==> config.mk <==
export PLATFORM = sky130hd
export DESIGN_NAME = uart_frame_parser
export DESIGN_NICKNAME = d
export VERILOG_FILES = /design/src/rtl/uart_frame_parser.sv
export SDC_FILE = /design/constraint.sdc
export NUM_CORES = 1
export LEC_CHECK = 0
export CAP_MARGIN = 30
export CORE_AREA = 2 2 105 128
export DETAILED_ROUTE_END_ITERATION = 8
export DIE_AREA = 0 0 107 130
export PLACE_DENSITY = 0.8
export SYNTH_ARGS = -nofsm -noshare
export SYNTH_HDL_FRONTEND = slang
export SYNTH_SLANG_ARGS = --single-unit
==> constraint.sdc <==
create_clock -name clk -period 3.1 [get_ports clk]
set_clock_uncertainty 0.15 [all_clocks]
set_input_delay 0.775 -clock clk [delete_from_list [all_inputs] [get_ports clk]]
set_output_delay 0.775 -clock clk [all_outputs]
set_load 0.005 [all_outputs]
==> src/rtl/uart_frame_parser.sv <==
// uart_frame_parser
//
// Store-and-forward frame parser sitting behind a UART RX FIFO. Pops bytes from
// the FIFO, hunts for a start-of-frame byte, collects a length-prefixed payload,
// checks an 8-bit additive checksum and, only for a good frame, streams the
// payload out on a valid/ready byte interface. Bad frames are dropped and
// reported through frame_err/err_code.
//
// Frame: SOF, LEN (1..MAX_LEN), LEN payload bytes, CHK = (LEN + sum(payload)) mod 256.
//
// Optional feature: define UART_FRAME_TIMEOUT_EN to enable the inter-byte
// timeout (err_code 11). Without it a partial frame waits indefinitely.
//
// Ports:
//   clk        system clock
//   reset_n    asynchronous active-low reset
//   rx_empty   UART RX FIFO empty
//   r_data     UART RX FIFO data, valid the cycle after rd_uart
//   rd_uart    single-cycle FIFO pop
//   out_data   payload byte
//   out_valid  out_data valid
//   out_ready  consumer ready; byte transfers on out_valid & out_ready
//   out_last   final payload byte, qualified by out_valid
//   frame_ok   one-cycle pulse, good frame accepted
//   frame_err  one-cycle pulse, frame discarded
//   err_code   01 bad length, 10 bad checksum, 11 timeout; held until next error
//   frame_len  LEN of the last good frame
module uart_frame_parser #(
  parameter int unsigned        MAX_LEN        = 16,
  parameter logic [7:0]         SOF            = 8'hA5,
  parameter int unsigned        TO_BITS        = 20,
  parameter logic [TO_BITS-1:0] TIMEOUT_CYCLES = 20'd1000000
) (
  input  logic       clk,
  input  logic       reset_n,
  input  logic       rx_empty,
  input  logic [7:0] r_data,
  output logic       rd_uart,
  output logic [7:0] out_data,
  output logic       out_valid,
  input  logic       out_ready,
  output logic       out_last,
  output logic       frame_ok,
  output logic       frame_err,
  output logic [1:0] err_code,
  output logic [7:0] frame_len
);

  localparam int unsigned IdxW   = (MAX_LEN > 1) ? $clog2(MAX_LEN) : 1;
  localparam logic [7:0]  MaxLen = 8'(MAX_LEN);

  typedef enum logic [2:0] {
    StHunt,
    StLen,
    StPayload,
    StChk,
    StDrain
  } state_e;

  state_e     state_q, state_d;
  logic       rd_q, rd_d;
  logic       cap_q;          // r_data holds a freshly popped byte this cycle
  logic [7:0] len_q, len_d;
  logic [7:0] acc_q, acc_d;
  logic [7:0] idx_q, idx_d;
  logic [7:0] frame_len_q, frame_len_d;
  logic [1:0] err_code_q, err_code_d;
  logic       frame_ok_q, frame_ok_d;
  logic       frame_err_q, frame_err_d;
  logic       buf_we;
  logic       timeout;
  logic       drain_last;

  logic [7:0] buf_q [MAX_LEN];

  assign drain_last = (idx_q == len_q - 8'd1);

  // Inter-byte timeout
`ifdef UART_FRAME_TIMEOUT_EN
  logic [TO_BITS-1:0] to_cnt_q, to_cnt_d;

  // The error fires on the cycle after the TIMEOUT_CYCLES-th idle cycle.
  always_comb begin
    to_cnt_d = '0;
    timeout  = 1'b0;
    if ((state_q == StLen || state_q == StPayload || state_q == StChk) && !cap_q) begin
      if (to_cnt_q + 1'b1 == TIMEOUT_CYCLES) begin
        timeout = 1'b1;
      end else begin
        to_cnt_d = to_cnt_q + 1'b1;
      end
    end
  end

  always_ff @(posedge clk or negedge reset_n) begin
    if (!reset_n) begin
      to_cnt_q <= '0;
    end else begin
      to_cnt_q <= to_cnt_d;
    end
  end
`else
  assign timeout = 1'b0;

  logic unused_to_cfg;
  assign unused_to_cfg = ^TIMEOUT_CYCLES;
`endif

  // Next-state logic
  always_comb begin
    state_d     = state_q;
    len_d       = len_q;
    acc_d       = acc_q;
    idx_d       = idx_q;
    frame_len_d = frame_len_q;
    err_code_d  = err_code_q;
    frame_ok_d  = 1'b0;
    frame_err_d = 1'b0;
    buf_we      = 1'b0;

    unique case (state_q)
      StHunt: begin
        if (cap_q && r_data == SOF) begin
          acc_d   = 8'h00;
          state_d = StLen;
        end
      end
      StLen: begin
        if (cap_q) begin
          if (r_data == 8'h00 || r_data > MaxLen) begin
            frame_err_d = 1'b1;
            err_code_d  = 2'b01;
            state_d     = StHunt;
          end else begin
            len_d   = r_data;
            acc_d   = r_data;
            idx_d   = 8'h00;
            state_d = StPayload;
          end
        end
      end
      StPayload: begin
        // SOF-valued bytes are plain data here.
        if (cap_q) begin
          buf_we = 1'b1;
          acc_d  = acc_q + r_data;
          idx_d  = idx_q + 8'd1;
          if (drain_last) begin
            state_d = StChk;
          end
        end
      end
      StChk: begin
        if (cap_q) begin
          if (r_data == acc_q) begin
            frame_ok_d  = 1'b1;
            frame_len_d = len_q;
            idx_d       = 8'h00;
            state_d     = StDrain;
          end else begin
            frame_err_d = 1'b1;
            err_code_d  = 2'b10;
            state_d     = StHunt;
          end
        end
      end
      StDrain: begin
        if (out_ready) begin
          idx_d = idx_q + 8'd1;
          if (drain_last) begin
            state_d = StHunt;
          end
        end
      end
      default: state_d = StHunt;
    endcase

    // Timeout only fires in cycles without a capture, so it never races a
    // checksum verdict.
    if (timeout) begin
      frame_err_d = 1'b1;
      err_code_d  = 2'b11;
      state_d     = StHunt;
    end
  end

  // Pop decision is made against the next state so no read ever lands in
  // DRAIN, and the pending read blocks back-to-back pops.
  always_comb begin
    rd_d = (state_d != StDrain) && !rx_empty && !rd_q;
  end

  always_ff @(posedge clk or negedge reset_n) begin
    if (!reset_n) begin
      state_q     <= StHunt;
      rd_q        <= 1'b0;
      cap_q       <= 1'b0;
      len_q       <= 8'h00;
      acc_q       <= 8'h00;
      idx_q       <= 8'h00;
      frame_len_q <= 8'h00;
      err_code_q  <= 2'b00;
      frame_ok_q  <= 1'b0;
      frame_err_q <= 1'b0;
    end else begin
      state_q     <= state_d;
      rd_q        <= rd_d;
      cap_q       <= rd_q;
      len_q       <= len_d;
      acc_q       <= acc_d;
      idx_q       <= idx_d;
      frame_len_q <= frame_len_d;
      err_code_q  <= err_code_d;
      frame_ok_q  <= frame_ok_d;
      frame_err_q <= frame_err_d;
    end
  end

  // Payload buffer, intentionally not reset.
  always_ff @(posedge clk) begin
    if (buf_we) begin
      buf_q[idx_q[IdxW-1:0]] <= r_data;
    end
  end

  // Outputs
  always_comb begin
    out_valid = (state_q == StDrain);
    out_data  = out_valid ? buf_q[idx_q[IdxW-1:0]] : 8'h00;
    out_last  = out_valid && drain_last;
  end

  assign rd_uart   = rd_q;
  assign frame_ok  = frame_ok_q;
  assign frame_err = frame_err_q;
  assign err_code  = err_code_q;
  assign frame_len = frame_len_q;

endmodule

==> run metrics, run 1 <==
RR Endpoint=rd_uart$_DFF_PN0_; largest net degree at the start of global routing=29; clk sinks=169; RD Place Congestion=0.8632; Util after Layout=0.7242; Syn Nets=501; Max-slew headroom=0.6080; max_cap viols=0; Area Growth Syn to Fin=24.67%; most frequent cells in the layout=edfxtp_1 (128), buf_4 (72), mux4_2 (40), dfrtp_1 (40), nor2_1 (34); Post-Place Setup Slack=-0.1598 ns; arrival time worst endpoint=2.45 ns; Syn Inst Count=476; critical-path cell list=buf_6, buf_12, mux4_2, mux4_2, and2_4, buf_6; met2 Use GR=0.4728; status=finished, violations left; multi-input logic area=2475 um^2; synthesis-stage register bit count=169; CP Launch Type=flop; Peak supply drop=365.6 uV; # DRC=0; Fin. Hold Viols=0; met1 usage=0.3425; vias in the first global route=4,853; Antenna Nets Post-Route=0; Post-synth top flop=edfxtp_1; hold_buf cts=0; Reg2Reg Setup Slack=0.55 ns; P per Cell Area=676.5 nW/um^2; proportion of layout cells with a drive suffix above 1=0.3278; Slowest-stage cell, CP=mux4_2; Final WS setup=-0.2704 ns; global-route usage over all layers=0.2752; Pre-antenna DRT Iters=5; Die Area=13,910 um^2; first-pass GRT wire length=27,590 um; Nets=613; GRT met3 Usage=0.05794; Vias/cell=6.260; post-detail-place hpwl=11,650 um; RR Startpoint=len_q[5]$_DFFE_PN0P_; busiest metal layer after global routing=met2; root buf cell=clkbuf_16; CTS Buf Count=17; Final Slew Violations=0; Yosys cell types=57; Setup Crit Path Kind=reg -> out; setup violators final=9; Vias=4,814; grt total ovfl=0; RSZ-0062 raised after global routing=yes; die width=107 um; Post-synth ARST share=0.2426; FP Rows=46; port buffer count=34; post-synthesis sequential area ratio=0.6531; Fmax=0.2967 GHz; cell area after synthesis=7456 um^2; commonest non-fill, non-tap cell in the layout=edfxtp_1; I/O pin cnt=35; Worst-path clk slew=0.07 ns; number of diodes=0; FF/Latch Area=4871 um^2; Initial DRC Count=557; Slowest Stage Delay on Critical Path=0.51 ns; WL/cell=23.70 um; TritonCTS clock tree=built; fin crit period=3.370 ns; H-tree depth=4; Post-synth EDFFs=128; R2R cell count=8; total power=6.289 mW; core box area=12,830 um^2; failing checks=setup timing; Required @ worst endpoint=2.17 ns; Worst Hold Class=in -> async; clk buf depth=2; Leak=3.418 nW; initial antenna violation count=0; Slew @ Worst Pin=0.5880 ns; Initial Util=0.5809; fin crit share=1.087; Fillers=734; CP endpoint kind=output port; final WL=18,230 um; Die H=130 um; synth warn=0; clk_lat worst skew=0.43 ns; critical-path maximum fanout=7; syn_area_per_cell=15.66 um^2
-- synth_stat cells, types with 7 or more instances --
master    count  area, um^2
a21oi_1      11       55.05
and2_1       12       75.07
clkbuf_1     15       56.30
dfrtp_1      41        1026
edfxtp_1    128        3844
ha_1         12       150.1
inv_1        19       71.32
mux2_2       12       135.1
mux4_2       40       900.9
nand2_1      17       63.81
nand3_1      13       65.06
nor2_1       34       127.6
nor3_1        8       40.04
o21ai_0      16       80.08
o31ai_1       8       60.06
xnor2_1       7       61.31
-- layout make-up --
class,instances,share of cell area
Sequential cell,169,0.5240
Multi-Input combinational cell,265,0.2663
Timing Repair Buffer,116,0.1140
Clock buffer,17,0.04577
Tap cell,168,0.02261
Clock inverter,15,0.01965
Inverter,19,0.007673
-- critical path, delay by kind of cell (launching register included) --
family,cells,cell delay [ns]
buffers and inverters,3,0.39
muxes,2,1.02
DFF,1,0.43
and+or+nand+nor,1,0.18
-- state kept, by name (all words and copies together), names as in the netlist --
signal and flops:
frame_len 8, frame_ok 1, rd_uart 1, cap_q 1, buf_q 128, acc_q 8, len_q 8, state_q 3
err_code 2, idx_q 8, frame_err 1
-- layer usage --
| layer | wire, um | share of wire |
|---|---|---|
| met2 | 9673 | 0.53 |
| met3 | 1097 | 0.060 |
| met4 | 637 | 0.035 |
| met5 | 0 | 0 |
| met1 | 6818 | 0.37 |
-- kinds of logic after synthesis --
family / share of synthesized area
flops: 0.6531
simple gates: 0.08021
fa+ha+maj: 0.02416
compound gates: 0.06276
xor+xnor: 0.01527
buf+inv: 0.02282
mux: 0.1416
-- what timing repair did --
item / CTS / global route
gates cloned: 2 / 0
buffers inserted: 7 / 5
pin swaps: 7 / 4
hold endpoints to repair: 0 / 0
resized for setup: 60 / 8
endpoints found under the setup margin: 9 / 9
-- metrics by stage --
step / hold WS, ns / instances / area (um^2) / TNS (ns)
floorplan: 0.2642 / 476 / 7456 / 0
global route: 0.01953 / 769 / 9295 / -2.347
finish: 0.02725 / 769 / 9295 / -1.914
CTS: 0.01648 / 766 / 9258 / -1.960
detailed placement: 0.2615 / 725 / 8492 / -1.970
global placement: 0.2564 / 725 / 8492 / -0.8635
-- worst max-delay path by stage --
stage | from | endpoint | slack [ns] | cells after the start
global placement | idx_q[0]$_DFFE_PN0P_ | out_data[5] | -0.09 | 5
finish | idx_q[0]$_DFFE_PN0P_ | out_data[1] | -0.27 | 6
floorplan | idx_q[0]$_DFFE_PN0P_ | out_data[0] | 0.18 | 5
CTS | idx_q[0]$_DFFE_PN0P_ | out_data[2] | -0.27 | 6
global route | idx_q[0]$_DFFE_PN0P_ | out_data[6] | -0.30 | 6
detailed placement | r_data[3] | acc_q[1]$_DFFE_PN0P_ | -0.16 | 8
-- report_power, final --
group	switching [mW]	leakage [nW]	internal, mW	total [mW]
Sequential	0.0862	1.69	2.53	2.62
Clock	0.957	0.293	1.22	2.17
Combinational	0.708	1.44	0.789	1.50
Total	1.75	3.42	4.54	6.29
Note: power is estimated with default switching activity, not from simulation.
==> run 2, diff against run 1 <==
--- a/config.mk
+++ b/config.mk
@@ -5,7 +5,7 @@
 export SDC_FILE = /design/constraint.sdc
 export NUM_CORES = 1
 export LEC_CHECK = 0
-export CAP_MARGIN = 30
+export CAP_MARGIN = 20
 export CORE_AREA = 2 2 105 128
 export DETAILED_ROUTE_END_ITERATION = 8
 export DIE_AREA = 0 0 107 130
==> results of run 2 <==
Same layout as run 1: the final DEF is identical, and so are final timing and power.
==> variant 1: new RTL, flow settings as in run 2 <==
Remove the register `frame_err_q`: a continuous assignment takes its place, so the output `frame_err` follows one clock earlier.
--- a/src/rtl/uart_frame_parser.sv
+++ b/src/rtl/uart_frame_parser.sv
@@ -202,5 +202,4 @@
       err_code_q  <= 2'b00;
       frame_ok_q  <= 1'b0;
-      frame_err_q <= 1'b0;
     end else begin
       state_q     <= state_d;
@@ -213,7 +212,8 @@
       err_code_q  <= err_code_d;
       frame_ok_q  <= frame_ok_d;
-      frame_err_q <= frame_err_d;
-    end
-  end
+    end
+  end
+
+  assign frame_err_q = frame_err_d;
 
   // Payload buffer, intentionally not reset.
Behaviour: not the same (Yosys sat finds a counterexample within 10 cycles, from zero or initial values and one cycle with reset_n low).
==> variant 1 against run 2 <==
  * Design area grew 1.3%
  * Critical path depth up 4
  * Setup slack lost 0.050 ns
  * Critical endpoint is now out_last
  * Synthesized area shrank 0.34%
  * The run still ends with setup timing left
  * Die area is the same
  * Sequential cell count fell by 1
  * Power is 1.2% lower
  * Clock power fell by 10%
  * Sequential share of layout area decreased by 0.93 points
  * Highest routed layer unchanged
  * Routed wire length grew 0.80%
==> variant 1: results (changes against run 2) <==
status: complete, but fails checks
failing checks: setup timing
Final HPWL DP: 11500 um (-1.6%)
register area share after synthesis: 65.2% (-0.12 points)
data arrival time of the worst path: 2.50 ns (+0.05 ns)
worst setup margin: -0.320 ns (-0.0497 ns)
initial antenna violation count: 0 (unchanged)
P_int: 4.45 mW (-2.0%)
GPL Wtd Cong: 0.865 (+0.24%)
critical path fanouts, max: 4 (-3)
GRT Overall Usage: 28.2% (+0.65 points)
first-iteration detailed-routing DRC count: 437 (-22%)
first-pass GRT wire length: 28300 um (+2.6%)
via/cell ratio: 6.26 (about the same)
P_leak: 3.48 nW (+1.9%)
routed len/inst: 23.5 um (-0.75%)
pin count of the biggest net entering global routing: 41 (+41%)
syn nets: 500 (-0.20%)
# setup viols final: 12 (+3)
FFs w/ async S/R, synth: 23.8% (-0.45 points)
Fillers: 712 (-3.0%)
number of global-route vias before repair: 4972 (+2.5%)
FF-to-FF Start: idx_q[0]
setup_tns: -2.78 ns (-0.869 ns)
hold crit path type: reg2reg
Commonest cells post-synth: 128 x edfxtp_1, 40 x dfrtp_1, 40 x mux4_2
Nets: 625 (+2.0%)
Slew @ Worst Pin: 0.909 ns (+0.321 ns)
-- variant 1: changes by cell type in the layout (fill, tap and decap cells not counted), moves of 4 or more --
cell | before | now
buf_4 | 72 | 78
buf_6 | 13 | 17
ha_1 | 11 | 7
dlymetal6s2s_1 | 0 | 4
ha_4 | 0 | 5
clkdlybuf4s50_1 | 24 | 16
-- variant 1: path summary, 6_finish.rpt --
kind,endpoint,slack (ns),cells after the start
min reg2reg,cap_q,0.28,0
max,out_last,-0.32,10
max in group asynchronous,idx_q[0],1.88,1
max reg2reg,rd_uart,-0.20,19
min in group asynchronous,frame_len[2],0.31,1
min,cap_q,0.28,0
-- variant 1: area by class of cell --
cell class	count	area, um2	area share [%]
clock buffers	17	425	4.52
clock inverters	15	118	1.25
inverters	19	71.3	0.758
multi-input cells	265	2580	27.4
flip-flops and latches	168	4850	51.5
well taps	168	210	2.23
repair buffers	129	1170	12.4
-- variant 1: power by group through the flow --
| stage | registers [mW] | clock network (mW) | logic [mW] |
|---|---|---|---|
| final | 2.61 | 1.95 | 1.65 |
| after CTS | 2.60 | 1.97 | 1.61 |
| after global placement | 2.64 | 0 | 1.26 |
| after floorplan | 2.62 | 0 | 0.861 |
| after detailed placement | 2.64 | 0 | 1.31 |
| after global routing | 2.62 | 2.05 | 1.76 |
-- variant 1: timing repair --
item                                    in CTS  in global routing
endpoints found under the setup margin      10                 13
buffers inserted                            26                 15
pin swaps                                   12                 13
resized for setup                           80                 26
gates cloned                                 3                  0
-- variant 1: kinds of logic after synthesis --
kind of cell | count (synthesis) | share of synthesized area (%)
AO/OA/AOI/OAI | 67 | 6.30
AND/OR/NAND/NOR | 117 | 8.05
buffers and inverters | 42 | 2.29
flip-flops | 168 | 65.2
XOR/XNOR | 13 | 1.53
adder cells (fa/ha/maj) | 14 | 2.42
multiplexers | 54 | 14.2
-- variant 1: layer usage --
| layer | GRT usage (%) | part of all wire [%] | vias to the layer above |
|---|---|---|---|
| li1 | - | - | 2104 |
| met4 | 10.8 | 3.3 | 0 |
| met3 | 5.94 | 6.1 | 48 |
| met1 | 34.2 | 37 | 2486 |
| met5 | 0 | 0 | - |
| met2 | 49.8 | 53 | 248 |
-- variant 1: metrics by stage --
step           setup slack (ns)  instances  hold WS (ns)  area, um2
6_report                 -0.320        781         0.283       9410
5_1_grt                  -0.373        781         0.292       9410
4_1_cts                  -0.342        777         0.283       9350
3_5_place_dp             -0.676        716         0.255       8390
3_3_place_gp             -0.694        716         0.255       8390
2_1_floorplan             0.176        475         0.264       7430
-- variant 1: critical path, cell delays in order, from the launching register on --
cell      delay, ns
dfrtp_2        0.44
buf_4          0.15
buf_12         0.12
buf_12         0.13
buf_8          0.12
xor2_1         0.20
o211ai_1       0.17
a211oi_2       0.21
buf_4          0.15
and4b_2        0.26
buf_6          0.10
==> variant 2: new RTL, settings of run 2 <==
Without the edit above. The option `UART_FRAME_TIMEOUT_EN` is turned on by a define.
--- a/src/rtl/uart_frame_parser.sv
+++ b/src/rtl/uart_frame_parser.sv
@@ -26,4 +26,6 @@
 //   err_code   01 bad length, 10 bad checksum, 11 timeout; held until next error
 //   frame_len  LEN of the last good frame
+`define UART_FRAME_TIMEOUT_EN
+
 module uart_frame_parser #(
   parameter int unsigned        MAX_LEN        = 16,
Function: no difference found for any inputs over 10 cycles, from zero or initial values and one cycle with reset_n low; that may be too few to reach the edited logic, so the function may still have changed.
==> variant 2 against run 2 <==
  * The flow still finishes with violations (setup timing)
  * Cell count rose by 12%
  * Sequential cell count rose by 20
  * Synthesized area rose by 14%
  * Critical path depth fell by 1
  * Count of clock-buffer cells in the layout rose by 1
  * Setup slack got worse by 0.0091 ns
  * Maximum frequency fell by 0.27%
  * Design area rose by 10%
  * Routed wire length rose by 15%
  * Critical path type unchanged
  * Critical endpoint is now out_data[0]
Power is not compared: it rests on default switching activity, and its combinational part moved more than twofold at a synthesized area within 25%.
==> variant 2: results (changes against run 2) <==
Post-synth EDFFs: 128 (unchanged)
Critical Path Sink: out_data[0]
# setup viols final: 8 (-1)
met2 usage: 57.5% (+10 points)
Final Util: 80.0% (+7.6 points)
Final HPWL DP: 12800 um (+9.7%)
met1 Use GR: 37.7% (+3.5 points)
FF-to-FF Start: state_q[2]
Synth Area in Compound Gates: 5.29% (-0.99 points)
crit-path max cell delay: 0.55 ns (+0.04 ns)
routed wl met2: 11100 um (+15%)
first-pass GRT wire length: 32800 um (+19%)
Reg clk slew, reported paths: 0.07 ns (about the same)
mux cell area share after synthesis: 12.5% (-1.6 points)
pre-CTS WS: -0.288 ns (-0.128 ns)
R2R setup slack: 0.21 ns (-0.34 ns)
routed len/inst: 24.4 um (+3.1%)
worst setup margin: -0.280 ns (-0.00913 ns)
register area share after synthesis: 63.0% (-2.3 points)
initial antenna violation count: 0 (unchanged)
share of layout cells above drive strength 1: 28.7% (-4.1 points)
Placement Cell Area: 9540 um2 (+12%)
later-pin clock latency in the skew report: 0.44 ns
WL met3: 1290 um (+17%)
cell count after synthesis: 575 (+21%)
M3 GR Usage: 6.49% (+0.70 points)
first-iteration detailed-routing DRC count: 542 (-2.7%)
max reg flops: 128 (unchanged)
DRT Pass-1 Iters: 5 (unchanged)
placed instance count: 822 (+13%)
failing checks: setup timing
NetSw: 1.27 mW
top cells by area, synth: edfxtp_1 45%, dfrtp_1 18%, mux4_2 11%
number of global-route vias before repair: 5818 (+20%)
FFs w/ async S/R, synth: 32.3% (+8.0 points)
R2R Path End: buf_q[13][5]
Layout Cells excl Fill: 860 (+12%)
setup_tns: -1.93 ns (-0.0196 ns)
Yosys cell types: 59 (+3.5%)
GRT Overall Usage: 32.8% (+5.3 points)
hold slack final: 0.248 ns (+0.221 ns)
Adder-Cell Fraction of Synth Area: 2.14% (-0.27 points)
Critical Path Slowest Stage Cell: mux4_2
critical path fanouts, max: 7 (unchanged)
I/O Buffers: 34 (unchanged)
pin count of the biggest net entering global routing: 36 (+24%)
Fillers: 683 (-6.9%)
status: complete, but fails checks
xor/xnor share of the synthesized area: 3.80% (+2.3 points)
FF-to-FF path depth: 5 (-3)
data arrival time of the worst path: 2.45 ns (about the same)
Nets: 704 (+15%)
via/cell ratio: 6.46 (+3.2%)
htree depth: 4 (unchanged)
Slew @ Worst Pin: 0.888 ns (+0.300 ns)
syn nets: 601 (+20%)
GPL Wtd Cong: 0.854 (-1.1%)
M1 WL: 7440 um (+9.1%)
Commonest cells post-synth: 128 x edfxtp_1, 61 x dfrtp_1, 48 x nor2_1
-- variant 2: final cells by class --
type	instances	area share [%]
clock buffer	18	4.18
tap	168	2.05
timing repair buffer	106	9.28
inverter	16	0.585
clock inverter	14	1.50
antenna	1	0.0244
sequential	189	52.4
multi-input combinational	348	30.0
-- variant 2: power by group through the flow --
| stage | clock network [mW] | registers [mW] | logic (mW) |
|---|---|---|---|
| final | 2.15 | 2.74 | 0.465 |
| after global routing | 2.26 | 2.74 | 0.499 |
| after CTS | 2.17 | 2.74 | 0.454 |
| after detailed placement | 0 | 2.79 | 0.432 |
| after global placement | 0 | 2.79 | 0.418 |
| after floorplan | 0 | 2.78 | 0.247 |
-- variant 2: timing repair --
item / in CTS / in global routing
cloned: 2 / 0
pin swaps: 7 / 1
endpoints found under the hold margin: 0 / 0
endpoints found under the setup margin: 9 / 15
setup buffers: 8 / 1
resized for setup: 65 / 4
